<file path="src/rtl/gray_pkg.sv">
// Shared constants and the binary-to-Gray helper for the bin2gray counter.
package gray_pkg;

   localparam int GRAY_W_DEF = 4;
   localparam int GRAY_W_MAX = 16;

   // Reflected binary code: each bit is the XOR of itself and the next higher bit.
   function automatic logic [GRAY_W_MAX-1:0] b2g(input logic [GRAY_W_MAX-1:0] value);
      return value ^ (value >> 1);
   endfunction

endpackage

</file>
<file path="src/rtl/b2g_conv.sv">
// Combinational binary-to-Gray converter, sized by WIDTH.
module b2g_conv
   import gray_pkg::*;
#(
   parameter int WIDTH = GRAY_W_DEF
) (
   input  logic [WIDTH-1:0] bin,
   output logic [WIDTH-1:0] gray
);

   assign gray = bin ^ (bin >> 1);

endmodule

</file>
<file path="src/rtl/bin2gray_counter.sv">
// Binary counter with a registered Gray-code mirror and terminal-count flag.
// Define GRAY_DOWN_EN to add the dir port and down counting.
module bin2gray_counter
   import gray_pkg::*;
#(
   parameter int WIDTH = GRAY_W_DEF
) (
   input  logic             clk,
   input  logic             rst,
   input  logic             en,
   input  logic             load,
   input  logic [WIDTH-1:0] bin_in,
`ifdef GRAY_DOWN_EN
   input  logic             dir,
`endif
   output logic [WIDTH-1:0] gray,
   output logic [WIDTH-1:0] bin,
   output logic             tc
);

   localparam logic [WIDTH-1:0] ALL_ONES = {WIDTH{1'b1}};
   localparam logic [WIDTH-1:0] ONE      = {{(WIDTH-1){1'b0}}, 1'b1};

   logic             count_down;
   logic [WIDTH-1:0] bin_q;
   logic [WIDTH-1:0] bin_d;
   logic [WIDTH-1:0] gray_q;
   logic [WIDTH-1:0] gray_d;

`ifdef GRAY_DOWN_EN
   assign count_down = dir;
`else
   assign count_down = 1'b0;
`endif

   always_comb begin
      bin_d = bin_q;
      if (load) begin
         bin_d = bin_in;
      end else if (en) begin
         bin_d = count_down ? (bin_q - ONE) : (bin_q + ONE);
      end
   end

   // Gray is derived from the next binary value so both registers update together.
   b2g_conv #(.WIDTH(WIDTH)) u_b2g_conv (
      .bin  (bin_d),
      .gray (gray_d)
   );

   always_ff @(posedge clk) begin
      if (rst) begin
         bin_q  <= '0;
         gray_q <= '0;
      end else begin
         bin_q  <= bin_d;
         gray_q <= gray_d;
      end
   end

   assign bin  = bin_q;
   assign gray = gray_q;
   assign tc   = en & ~load & (count_down ? (bin_q == '0) : (bin_q == ALL_ONES));

endmodule

</file>
<file path="config.mk">
export PLATFORM = sky130hd
export DESIGN_NAME = bin2gray_counter
export DESIGN_NICKNAME = d
export VERILOG_FILES = /design/src/rtl/gray_pkg.sv /design/src/rtl/b2g_conv.sv /design/src/rtl/bin2gray_counter.sv
export SDC_FILE = /design/constraint.sdc
export NUM_CORES = 1
export LEC_CHECK = 0
export BUFFER_PORTS_ARGS = -buffer_cell sky130_fd_sc_hd__buf_2
export CAP_MARGIN = 20
export CORE_AREA = 2 2 39 41
export CTS_CLUSTER_SIZE = 16
export DETAILED_ROUTE_END_ITERATION = 12
export DIE_AREA = 0 0 41 43
export SLEW_MARGIN = 15
export SYNTH_ARGS = -nofsm -noshare
export SYNTH_HDL_FRONTEND = slang
export SYNTH_SLANG_ARGS = --single-unit
</file>
<file path="constraint.sdc">
create_clock -name clk -period 1.6 [get_ports clk]
set_input_delay 0.08 -clock clk [delete_from_list [all_inputs] [get_ports clk]]
set_output_delay 0.08 -clock clk [all_outputs]
set_load 0.02 [all_outputs]
</file>
==> impl_metrics.json, run 1 <==
{
  "status": "finished clean",
  "core-area_mm2": 0.001384,
  "syn_inst": 33,
  "yosysTopAreaCell": "dfxtp_1",
  "start_kind": "register",
  "grt_pass1_vias": 239,
  "hold_violations": 0,
  "drt-wirelength-per-cell_um": 9.925,
  "vias": 287,
  "yosysUniqueCellTypes": 16,
  "p_leak_nw": 0.2289,
  "power_density_mw_per_mm2": 991.0,
  "layout-drive-gt1-share": 0.4902,
  "ir_drop_uv": 496.8,
  "syn_avg_cell_area_um2": 11.34,
  "rsz0062_at_grt": "no",
  "cts_inserted_buffers": 3,
  "synth_nets": 42,
  "path_delay_family": "flip-flops",
  "final_antenna_net_count": 0,
  "cp-end-kind": "register",
  "p_int_w": 0.0003399,
  "synth-seq-area-share": 0.3746,
  "slowest_stage": "dfxtp_1",
  "pin_count": 17,
  "dr.pass1.iters": 2,
  "multi_input_area_um2": 215.2,
  "fin_crit_sh": 0.9234,
  "report.final.slew_viol_count": 0,
  "setup_viol": 0,
  "switchingPower_w": 0.0001375,
  "start_util": 0.2703,
  "drt_first_iter_violations": 3,
  "final_cell_mix": "buf_2, nor2_1, dfxtp_1",
  "critPathBufInv": 0,
  "period_needed_ns": 1.477,
  "grt_max_degree": 8,
  "htreeDepth": 1,
  "antenna_found_initial": 0,
  "io_buffer_count": 16,
  "grt_pass1_wl_um": 959,
  "ys_top_cells_by_area": "dfxtp_1, nor2_1, xnor2_1",
  "cts_hold_buf": 0,
  "insertion_delay_ns": 0.25,
  "ys_ff_latch": 7,
  "fin_setup_tns_ns": 0,
  "switching_share": 0.2879,
  "syn2layout_area_growth_pct": 28.76,
  "drv_cap": 0,
  "place.detailed.hpwl_um": 523.9,
  "slew_headroom": 0.7925,
  "viasPerCell": 4.284,
  "grt.total_usage": 0.08669,
  "cts_tree": "built",
  "fill_cells": 149,
  "post_cts_buffers": 0,
  "hp-class": "in2reg",
  "clkTransAtPathRegs_ns": 0.05,
  "worst_slew_pin_slew_ns": 0.3112,
  "crit_type": "reg2reg",
  "synth_top_cell_area_share": 0.3746,
  "antenna_cells": 0,
  "totalWireLength_um": 665,
  "cts_resized": 0,
  "yosys_warnings": 0,
  "cp_max_fo": 4,
  "cp_cell_sequence": "ha_1, nor4bb_4, a221oi_2, nor2_1, mux2_2",
  "fin_skew_ns": 0.001649,
  "nets": 61,
  "grt-ovfl-total": 0,
  "cts.sinks": 7,
  "die-area_mm2": 0.001763,
  "die_w_um": 41,
  "num_rows": 14,
  "clockPowerShare": 0.332,
  "regArea_um2": 140.1,
  "slowest_delay_ns": 0.34,
  "gp_congestion": 0.6482,
  "netlist_area_um2": 374.1,
  "fmax_ghz": 0.6768,
  "crit_arrival_ns": 1.61,
  "timing.hold.ws_ns": 0.1081,
  "cts_buffer_depth": 2,
  "layout_commonest_cell": "buf_2",
  "drc": 0,
  "cp.required_ns": 1.73,
  "pwr-share-comb": 0.245,
  "p_seq_frac": 0.423,
  "die_h_um": 43,
  "root_buffer": "clkbuf_4"
}
## cells by family (layout without fill, tap and decap cells)
family / Yosys count / after routing / share of synthesized area
AO/OA/AOI/OAI: 1 / 1 / 0.04012
XOR/XNOR: 4 / 4 / 0.09366
flip-flops: 7 / 7 / 0.3746
multiplexers: 5 / 5 / 0.1739
adder cells (fa/ha/maj): 1 / 1 / 0.03344
AND/OR/NAND/NOR: 13 / 13 / 0.2341
buffers and inverters: 2 / 20 / 0.05017
## per-layer routing
| metal | up-vias | track usage | part of all wire |
|---|---|---|---|
| li1 | 149 | - | - |
| met1 | 125 | 0.1010 | 0.45 |
| met2 | 11 | 0.1063 | 0.44 |
| met3 | 2 | 0.04712 | 0.096 |
| met4 | 0 | 0.08000 | 0.015 |
| met5 | - | 0 | 0 |
## flip-flops by register name, summed over array words and instances (netlist names)
signal,flops
bin,4
gray,3
## cell usage after synthesis
master and instances:
nand2_1 1, nor2_1 7, xor2_1 1, dfxtp_1 7, mux2i_4 1, nand4_1 2, ha_1 1, buf_6 1
xnor2_1 3, nor4bb_4 1, a221oi_2 1, nor2b_1 1, mux2i_1 2, mux2_2 2, buf_4 1, nor2b_4 1
## power by group through the flow
stage,logic [W],clock network [W],registers (W)
6_report,0.000117,0.000158,0.000202
5_1_grt,0.000127,0.000168,0.000204
4_1_cts,0.000119,0.000163,0.000203
3_5_place_dp,0.000118,0,0.000206
3_3_place_gp,0.000117,0,0.000206
2_1_floorplan,0.0000628,0,0.000227
## final timing paths
kind | cells after the start | from | to | slack (ns)
worst max-delay path | 5 | bin[0] | gray[2] | 0.12
worst min-delay path | 2 | rst | gray[0] | 0.11
worst max register to register | 5 | bin[0] | gray[2] | 0.12
worst min register to register | 3 | bin[3] | bin[3] | 0.69
## worst reg2reg max path, stage by stage (launching register included)
cell	delay [ns]
dfxtp_1	0.34
ha_1	0.24
nor4bb_4	0.16
a221oi_2	0.28
nor2_1	0.09
mux2_2	0.27
## area by class of cell
class / instances / share of cell area
Tap cell: 16 / 0.04156
Multi-Input combinational cell: 24 / 0.4468
Clock buffer: 4 / 0.05455
Sequential cell: 7 / 0.2909
Timing Repair Buffer: 16 / 0.1662
## stage by stage
step	worst slack [ns]	instance area, um2	instances	utilization	total power [W]
6_report	0.1225	481.7	67	0.3481	0.0004774
5_1_grt	0.06773	481.7	67	0.3481	0.0004988
4_1_cts	0.1095	481.7	67	0.3481	0.0004841
3_5_place_dp	0.1225	455.4	63	0.3291	0.0003234
3_3_place_gp	0.1608	455.4	63	0.3291	0.0003229
2_1_floorplan	0.1032	374.1	33	-	0.0002896
(Power assumes the default switching activity.)
==> run 2, diff against run 1 <==
==> constraint.sdc (replaced) <==
create_clock -name clk -period 1.6 [get_ports clk]
set_input_delay 0.08 -clock clk [delete_from_list [all_inputs] [get_ports clk]]
set_output_delay 0.08 -clock clk [all_outputs]
set_load 0.05 [all_outputs]
==> run 2 against run 1 <==
  * Worst setup slack got worse by 0.013 ns
  * Die area stayed put
  * Design area up 1.3%
  * Largest power group unchanged
  * Highest routed layer unchanged
==> impl_metrics.json, run 2 (same netlist as run 1, synthesis figures left out) <==
{
  "grt.total_usage": 0.1030,
  "cts_hold_buf": 0,
  "setup_viol": 0,
  "cts_resized": 0,
  "gp_congestion": 0.6136,
  "fin_setup_tns_ns": 0,
  "totalWireLength_um": 715,
  "grt_util_met2": 0.1313,
  "worst_slew_pin_slew_ns": 0.3180,
  "rsz0062_at_grt": "no",
  "grtUsageMet3": 0.04712,
  "cp_max_fo": 4,
  "slew_headroom": 0.7880,
  "crit_arrival_ns": 1.63,
  "postLayoutCellArea_um2": 488.0,
  "nets": 61,
  "p_leak_nw": 0.2295,
  "status": "finished clean",
  "insertion_delay_ns": 0.26,
  "cts.sinks": 7,
  "antenna_cells": 0,
  "vias": 292,
  "layout_commonest_cell": "buf_2",
  "drt_first_iter_violations": 0,
  "hp-class": "in2reg",
  "grt-ovfl-total": 0,
  "cp.required_ns": 1.74,
  "power_density_mw_per_mm2": 1076,
  "fmax_ghz": 0.6710,
  "drt-wirelength-per-cell_um": 10.67,
  "cts_inserted_buffers": 3,
  "period_needed_ns": 1.490,
  "r2r-start": "bin[0]",
  "grt_pass1_vias": 267,
  "syn2layout_area_growth_pct": 30.43,
  "grt_pass1_wl_mm": 1.124,
  "use_met1": 0.1180,
  "htreeDepth": 1,
  "place.detailed.hpwl_um": 562.2,
  "startpoint": "bin[0]",
  "fin_util": 0.3526,
  "ir_drop_uv": 492.4,
  "r2r_cells": 5,
  "timing.rr.end": "gray[2]",
  "cts_tree": "built",
  "layout-drive-gt1-share": 0.5686,
  "final_antenna_net_count": 0,
  "root_buffer": "clkbuf_4",
  "drc": 0,
  "clkTransAtPathRegs_ns": 0.06,
  "post_dp_cell_area_um2": 461.7,
  "report.final.slew_viol_count": 0,
  "cp-end-kind": "register",
  "die_w_um": 41,
  "antenna_found_initial": 0,
  "dr.pass1.iters": 1,
  "dpl_worst_slack_ns": 0.1248,
  "start_kind": "register",
  "cts_buffer_depth": 2,
  "pin_count": 17,
  "post_cts_buffers": 0,
  "grt.busiest_layer": "met2",
  "grt_max_degree": 8,
  "largest_reg_flops": 4,
  "finalWorstSetupSlack_ns": 0.1097,
  "final_cell_mix": "buf_2, nor2_1, dfxtp_1",
  "die-area_mm2": 0.001763,
  "num_rows": 14,
  "drv_cap": 0,
  "core-area_mm2": 0.001384,
  "viasPerCell": 4.358,
  "rrSetupSlack_ns": 0.11,
  "hold_violations": 0,
  "die_h_um": 43,
  "crit_path_end": "gray[2]",
  "crit_type": "reg2reg",
  "io_buffer_count": 16,
  "start_util": 0.2703,
  "fin_crit_sh": 0.9314,
  "fin_skew_ns": 0.008190
}
==> run 2: changes by cell type in the layout (fill, tap and decap cells not counted) <==
cell,before,now
nor2_2,0,1
nor2_1,7,6
dfxtp_1,7,4
dfxtp_2,0,3
==> run 2: layer usage <==
metal / part of all wire / wire [um] / vias to the layer above
met4: 0.042 / 30 / 0
li1: - / - / 149
met1: 0.45 / 324 / 126
met5: 0 / 0 / -
met2: 0.42 / 298 / 13
met3: 0.085 / 61 / 4
==> run 2: worst max-delay path: stages (launching register included) <==
cell and delay, ns:
dfxtp_2 0.33, ha_1 0.23, nor4bb_4 0.16, a221oi_2 0.28
nor2_1 0.09, mux2_2 0.27
==> run 2: report_power, final <==
part / internal (W) / switching (W) / leakage (nW)
clock network: 0.0000953 / 0.0000670 / 0.0150
registers: 0.000193 / 0.0000110 / 0.0590
logic: 0.0000532 / 0.000106 / 0.155
==> run 2: cell type report <==
class                           instances  area, um2
Multi-Input combinational cell         24      217.7
Timing Repair Buffer                   16      80.08
Tap cell                               16      20.02
Clock buffer                            4      26.28
Fill cell                             149      895.9
Sequential cell                         7      143.9
==> run 2: metrics by stage <==
| stage | hold WS, ns | cells | power (W) |
|---|---|---|---|
| after global placement | 0.3638 | 63 | 0.0003670 |
| after CTS | 0.09970 | 67 | 0.0005337 |
| after detailed placement | 0.3736 | 63 | 0.0003676 |
| after floorplan | 0.1450 | 33 | 0.0003330 |
| final | 0.1013 | 67 | 0.0005253 |
| after global routing | 0.1239 | 67 | 0.0005536 |
==> run 2: worst min-delay path by stage <==
stage                    to       from  cells after the start
finish              gray[0]        rst                      2
global route        gray[0]        rst                      2
CTS                 gray[0]        rst                      2
detailed placement  gray[1]        rst                      2
global placement     bin[3]  bin_in[3]                      3
floorplan            bin[0]        rst                      1
==> run 3, diff against run 2 <==
--- a/config.mk
+++ b/config.mk
@@ -11,6 +11,7 @@
 export CTS_CLUSTER_SIZE = 16
 export DETAILED_ROUTE_END_ITERATION = 12
 export DIE_AREA = 0 0 41 43
+export PLACE_DENSITY_LB_ADDON = 0.08
 export SLEW_MARGIN = 15
 export SYNTH_ARGS = -nofsm -noshare
 export SYNTH_HDL_FRONTEND = slang
==> constraint.sdc (replaced) <==
create_clock -name clk -period 1.7 [get_ports clk]
set_input_delay 0.085 -clock clk [delete_from_list [all_inputs] [get_ports clk]]
set_output_delay 0.085 -clock clk [all_outputs]
set_load 0.05 [all_outputs]
==> run 3 against run 2 <==
  * Combinational power shrank 6%
  * Worst hold slack better by 0.0028 ns
  * Sequential share of layout area fell by 0.18 points
  * Die area did not move
  * Wire length down 2.7%
  * Critical path depth unchanged
  * Non-clock buffer count did not move
  * Clock skew fell by 0.0035 ns
==> impl_metrics.json, run 3 (same netlist as run 1, synthesis figures left out) <==
{
  "status": "finished clean",
  "vias": 285,
  "hold_violations": 0,
  "hp-class": "in2reg",
  "hold-path-endpoint": "gray[1]",
  "drt-wirelength-per-cell_um": 10.39,
  "p_seq_frac": 0.385,
  "die-area_mm2": 0.001763,
  "gp_congestion": 0.6200,
  "post_cts_buffers": 0,
  "pin_count": 17,
  "power_density_mw_per_mm2": 1018,
  "setup_viol": 0,
  "postLayoutCellArea_um2": 486.7,
  "clockPowerShare": 0.313,
  "p_int_w": 0.0003211,
  "totalWireLength_um": 696,
  "grt.total_usage": 0.09798,
  "timing.hold.ws_ns": 0.1041,
  "drt_first_iter_violations": 4,
  "antenna_found_initial": 0,
  "crit_arrival_ns": 1.64,
  "cp-end-kind": "register",
  "place.detailed.hpwl_um": 577.1,
  "core-area_mm2": 0.001384,
  "drv_cap": 0,
  "syn2layout_area_growth_pct": 30.10,
  "num_rows": 14,
  "period_needed_ns": 1.498,
  "start_kind": "register",
  "insertion_delay_ns": 0.25,
  "final_cell_mix": "buf_2, nor2_1, dfxtp_1",
  "switchingPower_w": 0.0001746,
  "cts_resized": 0,
  "cts_buffer_depth": 2,
  "grt_max_degree": 8,
  "grt_pass1_vias": 257,
  "r2r_cells": 5,
  "fin_crit_sh": 0.8811,
  "fin_util": 0.3517,
  "report.final.slew_viol_count": 0,
  "cts_inserted_buffers": 3,
  "grt_pass1_wl_mm": 1.090,
  "p_leak_nw": 0.2292,
  "fill_cells": 158,
  "largest_reg_flops": 4,
  "hold_start": "rst",
  "rrSetupSlack_ns": 0.20,
  "layout_commonest_cell": "buf_2",
  "io_buffer_count": 16,
  "grt-ovfl-total": 0,
  "layout-drive-gt1-share": 0.5490,
  "ir_drop_uv": 396.2,
  "viasPerCell": 4.254,
  "fin_skew_ns": 0.004723,
  "final_antenna_net_count": 0,
  "cts.sinks": 7,
  "htreeDepth": 1,
  "worst_slew_pin_slew_ns": 0.3633,
  "crit_type": "reg2reg",
  "drc": 0,
  "post_dp_cell_area_um2": 460.4,
  "switching_share": 0.3522,
  "antenna_cells": 0,
  "cts_tree": "built",
  "regArea_um2": 142.6,
  "cp.required_ns": 1.85,
  "multi_input_area_um2": 217.7,
  "min_path_cells": 2,
  "slew_headroom": 0.7578,
  "clkTransAtPathRegs_ns": 0.06,
  "die_h_um": 43,
  "root_buffer": "clkbuf_4",
  "start_util": 0.2703,
  "timing.rr.end": "gray[2]",
  "pwr-share-comb": 0.302,
  "rsz0062_at_grt": "no",
  "dr.pass1.iters": 2,
  "fmax_ghz": 0.6676,
  "fin_setup_tns_ns": 0,
  "nets": 61,
  "die_w_um": 41,
  "cp_max_fo": 4,
  "cts_hold_buf": 0,
  "total_power_w": 0.0004957,
  "r2r-start": "bin[0]"
}
## run 3: cell counts in the layout (fill, tap and decap cells not counted)
No cell type changed its count.
## run 3: power by group through the flow
stage	Clock, W	Combinational [W]	Sequential, W
after floorplan	0	0.0000627	0.000250
after global placement	0	0.000151	0.000194
after detailed placement	0	0.000151	0.000194
after CTS	0.000160	0.000152	0.000191
after global routing	0.000171	0.000160	0.000193
final	0.000155	0.000149	0.000191
## run 3: critical path: stages (launching register included)
cell	delay (ns)
dfxtp_2	0.33
ha_1	0.23
nor4bb_4	0.16
a221oi_2	0.31
nor2_1	0.10
mux2_2	0.27
## run 3: area by class of cell
class                      instances  area share
sequential                         7      0.2931
multi-input combinational         24      0.4473
tap                               16     0.04113
timing repair buffer              16      0.1645
clock buffer                       4     0.05398
## run 3: per-stage QoR
stage | cells | worst slack [ns]
after floorplan | 33 | 0.02454
after CTS | 67 | 0.1976
after global placement | 63 | 0.2243
final | 67 | 0.2021
after detailed placement | 63 | 0.2047
after global routing | 67 | 0.1121
## run 3: worst max path at each step
stage	from	end	slack, ns	cells after the start
3_3_place_gp	bin[0]	gray[2]	0.22	5
5_1_grt	bin[0]	gray[2]	0.11	5
6_report	bin[0]	gray[2]	0.20	5
4_1_cts	bin[0]	gray[2]	0.20	5
2_1_floorplan	bin[2]	gray[2]	0.02	4
3_5_place_dp	bin[0]	gray[2]	0.20	5
## run 3: metal layers
metal  vias to the layer above  GRT usage  part of all wire
met5                         -          0                 0
met4                         0     0.1200             0.023
met3                         2    0.01571             0.066
met2                        10     0.1250              0.51
met1                       126     0.1180              0.40
li1                        147          -                 -
